===== config.mk =====
export PLATFORM = sky130hd
export DESIGN_NAME = l1_cache_ctrl
export DESIGN_NICKNAME = d
export VERILOG_FILES = /design/src/rtl/l1_cache_ctrl.sv
export SDC_FILE = /design/constraint.sdc
export NUM_CORES = 2
export LEC_CHECK = 0
export CAP_MARGIN = 20
export CORE_AREA = 2 2 547 549
export DETAILED_ROUTE_END_ITERATION = 8
export DIE_AREA = 0 0 549 551
export PLACE_DENSITY = 0.58
export REMOVE_ABC_BUFFERS = 1
export SYNTH_ARGS = -nofsm -noshare
export SYNTH_HDL_FRONTEND = slang
export SYNTH_SLANG_ARGS = --single-unit

===== constraint.sdc =====
create_clock -name clk -period 18.7 [get_ports clk]
set_clock_uncertainty 0.05 [all_clocks]
set_input_delay 4.675 -clock clk [delete_from_list [all_inputs] [get_ports clk]]
set_output_delay 4.675 -clock clk [all_outputs]
set_load 0.01 [all_outputs]

===== src/rtl/l1_cache_ctrl.sv =====
// Direct-mapped, write-through / no-allocate L1 cache controller with
// line refill from a word-wide backing memory and read hit/miss statistics.
module l1_cache_ctrl #(
    parameter int ADDR_W         = 32,
    parameter int DATA_W         = 32,
    parameter int LINES          = 16,
    parameter int WORDS_PER_LINE = 4,
    parameter int CNT_W          = 32
) (
    input  logic                clk,
    input  logic                reset_n,
    input  logic [ADDR_W-1:0]   addr,
    input  logic                ce_n,
    input  logic                oe_n,
    input  logic                we_n,
    input  logic                bw,
    input  logic [DATA_W-1:0]   wdata_i,
    output logic [DATA_W-1:0]   rdata_o,
    output logic                hold_o,
    input  logic                flush_i,
    output logic                mem_req,
    output logic                mem_we,
    output logic [ADDR_W-1:0]   mem_addr,
    output logic [DATA_W-1:0]   mem_wdata,
    output logic [DATA_W/8-1:0] mem_be,
    input  logic [DATA_W-1:0]   mem_rdata,
    input  logic                mem_ack,
    output logic [CNT_W-1:0]    hit_cnt,
    output logic [CNT_W-1:0]    miss_cnt
);

    localparam int NB    = DATA_W / 8;
    localparam int OFF_W = $clog2(WORDS_PER_LINE);
    localparam int OFS_W = (OFF_W > 0) ? OFF_W : 1;
    localparam int IDX_W = $clog2(LINES);
    localparam int TAG_W = ADDR_W - 2 - OFF_W - IDX_W;

    typedef enum logic [1:0] {IDLE, REFILL, DONE, WRITE} state_t;

    state_t            state;
    logic [DATA_W-1:0] data_mem [LINES][WORDS_PER_LINE];
    logic [TAG_W-1:0]  tag_mem  [LINES];
    logic [LINES-1:0]  valid;
    logic [ADDR_W-1:0] req_addr;
    logic [OFS_W-1:0]  cnt;
    logic              flush_pend;
    logic [DATA_W-1:0] w_data;
    logic [NB-1:0]     w_be;

    function automatic logic [IDX_W-1:0] idx_of(input logic [ADDR_W-1:0] a);
        return IDX_W'(a >> (2 + OFF_W));
    endfunction

    function automatic logic [TAG_W-1:0] tag_of(input logic [ADDR_W-1:0] a);
        return TAG_W'(a >> (2 + OFF_W + IDX_W));
    endfunction

    function automatic logic [OFS_W-1:0] off_of(input logic [ADDR_W-1:0] a);
        return OFS_W'((a >> 2) & ADDR_W'(WORDS_PER_LINE - 1));
    endfunction

    function automatic logic [CNT_W-1:0] sat_inc(input logic [CNT_W-1:0] c);
        return (c == '1) ? c : c + CNT_W'(1);
    endfunction

    logic [IDX_W-1:0]  cur_idx, req_idx;
    logic [OFS_W-1:0]  cur_off, req_off;
    logic              hit, access, is_wr, is_rd, flush_now, last_word;
    logic [NB-1:0]     cpu_be;
    logic [DATA_W-1:0] cpu_wd;

    assign cur_idx   = idx_of(addr);
    assign cur_off   = off_of(addr);
    assign req_idx   = idx_of(req_addr);
    assign req_off   = off_of(req_addr);
    assign hit       = valid[cur_idx] && (tag_mem[cur_idx] == tag_of(addr));
    assign access    = !ce_n && (!oe_n || !we_n);
    // write strobe wins when both strobes are low
    assign is_wr     = access && !we_n;
    assign is_rd     = access && we_n;
    assign flush_now = flush_i || flush_pend;
    assign last_word = (cnt == OFS_W'(WORDS_PER_LINE - 1));
    assign cpu_be    = bw ? '1 : (NB'(1) << addr[1:0]);
    assign cpu_wd    = bw ? wdata_i : {NB{wdata_i[7:0]}};

    always_comb begin
        hold_o    = 1'b0;
        rdata_o   = '0;
        mem_req   = 1'b0;
        mem_we    = 1'b0;
        mem_addr  = req_addr & ~ADDR_W'(3);
        mem_wdata = w_data;
        mem_be    = '0;
        case (state)
            IDLE: begin
                if (flush_now || is_wr) begin
                    hold_o = 1'b1;
                end else if (is_rd) begin
                    if (hit) rdata_o = data_mem[cur_idx][cur_off];
                    else     hold_o  = 1'b1;
                end
            end
            REFILL: begin
                mem_req  = 1'b1;
                hold_o   = 1'b1;
                mem_be   = '1;
                mem_addr = (req_addr & ~ADDR_W'(WORDS_PER_LINE * 4 - 1))
                         | (ADDR_W'(cnt) << 2);
            end
            DONE: rdata_o = data_mem[req_idx][req_off];
            WRITE: begin
                mem_req = 1'b1;
                mem_we  = 1'b1;
                hold_o  = 1'b1;
                mem_be  = w_be;
            end
            default: ;
        endcase
        if (!reset_n) begin
            hold_o  = 1'b0;
            rdata_o = '0;
        end
    end

    always_ff @(posedge clk or negedge reset_n) begin
        if (!reset_n) begin
            state      <= IDLE;
            valid      <= '0;
            hit_cnt    <= '0;
            miss_cnt   <= '0;
            flush_pend <= 1'b0;
            cnt        <= '0;
            req_addr   <= '0;
            w_data     <= '0;
            w_be       <= '0;
        end else begin
            if (state != IDLE && flush_i) flush_pend <= 1'b1;
            case (state)
                IDLE: begin
                    if (flush_now) begin
                        valid      <= '0;
                        flush_pend <= 1'b0;
                    end else if (is_wr) begin
                        req_addr <= addr;
                        w_data   <= cpu_wd;
                        w_be     <= cpu_be;
                        state    <= WRITE;
                    end else if (is_rd) begin
                        if (hit) begin
                            hit_cnt <= sat_inc(hit_cnt);
                        end else begin
                            miss_cnt       <= sat_inc(miss_cnt);
                            req_addr       <= addr;
                            cnt            <= '0;
                            valid[cur_idx] <= 1'b0;
                            state          <= REFILL;
                        end
                    end
                end
                REFILL: begin
                    if (mem_ack) begin
                        cnt <= cnt + OFS_W'(1);
                        if (last_word) begin
                            valid[req_idx] <= 1'b1;
                            state          <= DONE;
                        end
                    end
                end
                DONE:  state <= IDLE;
                WRITE: if (mem_ack) state <= IDLE;
                default: state <= IDLE;
            endcase
        end
    end

    // storage arrays carry no reset; valid bits alone qualify their contents
    always_ff @(posedge clk) begin
        if (state == IDLE && !flush_now && is_wr && hit) begin
            for (int unsigned i = 0; i < NB; i++) begin
                if (cpu_be[i]) data_mem[cur_idx][cur_off][8*i +: 8] <= cpu_wd[8*i +: 8];
            end
        end
        if (state == REFILL && mem_ack) begin
            data_mem[req_idx][cnt] <= mem_rdata;
            if (last_word) tag_mem[req_idx] <= tag_of(req_addr);
        end
    end

endmodule


==> impl_metrics.env <==
export IMPL_worst_pin_slew_ps=1190
export IMPL_postCtsSetupBuffers=0
export IMPL_synth_warnings=0
export IMPL_dpl_instance_area_um2=126000
export IMPL_drtIter0Drc=6679
export IMPL_avgSynthCellArea_um2=20.4
export IMPL_crit_required_ps=13980
export IMPL_numCtsBuffers=289
export IMPL_io_buffer_count=268
export IMPL_wire_per_inst_um=33.7
export IMPL_netlist_instances=5791
export IMPL_fp_dieH_um=551
export IMPL_antenna_found_initial=15
export IMPL_root_buffer="clkbuf_16"
export IMPL_async_reset_ff_share_pct=5.85
export IMPL_insertion_delay_ps=870
export IMPL_final_cells=10200
export IMPL_tns_ps=0
export IMPL_setup_viol_count_final=0
export IMPL_cp_arrival_ps=10500
export IMPL_start_util_pct=39.9
export IMPL_die_w_um=549
export IMPL_cts_hold_buf=0
export IMPL_min_delay_path_class="flop to flop"
export IMPL_clockBufferDepth=4
export IMPL_powerDensity_nw_per_um2=133
export IMPL_clkTransAtPathRegs_ps=60
export IMPL_grt_overflow_total=0
export IMPL_core_area_um2=296000
export IMPL_yosysMostFrequentCell="edfxtp_1"
export IMPL_slew_violations=0
export IMPL_postRouteAntennaNets=0
export IMPL_cap_viol_max_count=0
export IMPL_synthDominantCellAreaShare_pct=61.8
export IMPL_fmax_ghz=0.0657
export IMPL_grt_pass1_vias=64800
export IMPL_utilization_pct=45.6
export IMPL_cp_end_kind="output port"
export IMPL_post_route_period_util_pct=81.4
export IMPL_cts_num_sinks=2583
export IMPL_yosys_top_cells_area="edfxtp_1, mux4_2, dfrtp_1, clkbuf_1, nor2_1"
export IMPL_timing_final_crit_period_ps=15230
export IMPL_final_net_count=6178
export IMPL_cts_tree="yes"
export IMPL_leakage_nw=42.1
export IMPL_drt_pre_antenna_iters=5
export IMPL_routed_wl_um=345000
export IMPL_path_max_fanout=66
export IMPL_relSlewSlack_pct=20.6
export IMPL_synthTopCellsByCount="edfxtp_1, mux4_2, clkbuf_1"
export IMPL_status="complete, no violations"
export IMPL_netlist_area_um2=118000
export IMPL_drc_errors=0
export IMPL_num_vias=62500
export IMPL_grt_max_degree=137
export IMPL_multiInputGateArea_um2=39900
export IMPL_worst_setup_path_type="input port to output port"
export IMPL_grt_pass1_wl_um=489000
export IMPL_synth_cell_type_count=64
export IMPL_num_rows=200
export IMPL_gp_congestion=0.814
export IMPL_syn_to_final_growth_pct=14.4
export IMPL_timing_critical_path_from_type="input port"
export IMPL_ir_drop_v=0.000118
export IMPL_ios=271
export IMPL_setup_ws_ps=3470
export IMPL_viasPerCell=6.11
export IMPL_yosys_register_bits=2583
export IMPL_fillers=24700
export IMPL_synth_seq_area_share_pct=65.0
export IMPL_dp_slack_ps=3440
export IMPL_hpwl_um=212000
export IMPL_layout_drive_gt1_share_pct=33.8
export IMPL_synth_flop_cell="edfxtp_1"
export IMPL_die_area_um2=302000
export IMPL_seqCellArea_um2=76800
export IMPL_cts_resized=0
export IMPL_yosysTopAreaCell="edfxtp_1"
export IMPL_design_area_um2=135000
export IMPL_track_usage_pct=22.7
export IMPL_dp_cells=9703
export IMPL_finalHoldViolCount=0
export IMPL_rsz0062_at_grt="false"
export IMPL_htreeDepth=5
export IMPL_synth_edf_count=2432
## final cells by class
class,instances,area share (%)
multi-input combinational,2708,29.5
clock inverter,135,0.896
inverter,25,0.0694
sequential,2583,56.8
timing repair buffer,461,3.26
clock buffer,375,5.79
antenna,9,0.0167
tap,3939,3.64
## metrics by stage
stage          total power [W]  hold WS, ps
6_report                0.0180          423
5_1_grt                 0.0186          446
4_1_cts                 0.0181          428
3_5_place_dp            0.0126          416
3_3_place_gp            0.0125          407
2_1_floorplan           0.0124          394
## cells in the final DEF (no fill, tap or decap), types with 13 or more instances in the layout
master / Yosys / layout
a211oi_1: 14 / 13
a21o_1: 19 / 19
a21oi_1: 65 / 64
buf_12: 0 / 13
buf_4: 33 / 156
buf_6: 15 / 25
bufinv_16: 0 / 16
clkbuf_1: 314 / 66
clkbuf_16: 0 / 296
clkbuf_8: 0 / 15
clkdlybuf4s50_1: 0 / 260
clkinv_1: 0 / 53
clkinv_2: 0 / 39
dfrtp_1: 151 / 145
edfxtp_1: 2432 / 2432
inv_1: 25 / 25
mux2_1: 38 / 38
mux2_2: 66 / 66
mux2i_1: 73 / 73
mux4_2: 1387 / 1387
nand2_1: 162 / 162
nand2b_1: 14 / 14
nand3_1: 52 / 52
nand4_1: 18 / 18
nor2_1: 311 / 305
nor2b_1: 33 / 30
nor3_1: 54 / 47
nor4_1: 15 / 15
o211ai_1: 15 / 15
o21a_1: 16 / 16
o21ai_0: 68 / 44
o21ai_1: 46 / 43
o21ai_4: 0 / 24
o22ai_1: 15 / 15
xnor2_1: 49 / 49
xor2_1: 40 / 40
## where the power goes
part           internal (W)  switching (W)  total [W]
Clock               0.00318        0.00234    0.00553
Combinational       0.00211        0.00286    0.00496
Sequential          0.00716       0.000312    0.00747
Total                0.0125        0.00551     0.0180
## sequential cells by signal, summed over array words and instances (netlist names)
signal / cells
data_mem: 2048
tag_mem: 384
hit_cnt: 32
mem_wdata: 32
miss_cnt: 32
req_addr: 30
valid: 16
w_be: 4
cnt: 2
state: 2
flush_pend: 1
## routing by layer
| metal | global-route usage [%] | vias to the layer above | share of wire [%] |
|---|---|---|---|
| li1 | - | 25300 | - |
| met1 | 30.4 | 34000 | 40 |
| met2 | 36.6 | 2614 | 48 |
| met3 | 4.29 | 569 | 7.6 |
| met4 | 9.20 | 2 | 4.4 |
| met5 | 0 | - | 0.0029 |
## cells by family (layout without fill, tap and decap cells)
family | count (synthesis) | count (layout) | synth area share [%]
multiplexers | 1564 | 1564 | 28.0
adder cells (fa/ha/maj) | 6 | 6 | 0.0635
other | 1 | 11 | 0.00317
buffers and inverters | 501 | 996 | 1.81
XOR/XNOR | 89 | 89 | 0.659
AND/OR/NAND/NOR | 732 | 732 | 2.84
AO/OA/AOI/OAI | 315 | 315 | 1.62
flip-flops | 2583 | 2583 | 65.0
## critical path, cell delays in order
cell and delay, ps:
buf_8 430, buf_4 660, nand2_1 370, a211oi_1 410, nor4_1 110, a2111oi_0 760
a32o_1 300, inv_1 60, or4_1 540, buf_4 240, or3_4 670, o21ai_1 370
clkdlybuf4s50_1 590
## path summary, 6_finish.rpt
kind	start	to	slack, ps	cells past startpoint
setup reg to reg	state[0]$_DFFE_PN0P_	data_mem[3][29]$_DFFE_PP_	12900	9
hold / removal	mem_wdata[0]$_DFFE_PN0P_	mem_wdata[0]$_DFFE_PN0P_	420	2
min in group asynchronous	reset_n	req_addr[24]$_DFFE_PN0P_	3680	1
setup / recovery	addr[5]	rdata_o[12]	3470	13
hold reg to reg	mem_wdata[0]$_DFFE_PN0P_	mem_wdata[0]$_DFFE_PN0P_	420	2
max in group asynchronous	reset_n	req_addr[4]$_DFFE_PN0P_	13450	2
No activity file was read; power rests on OpenSTA's default activity.
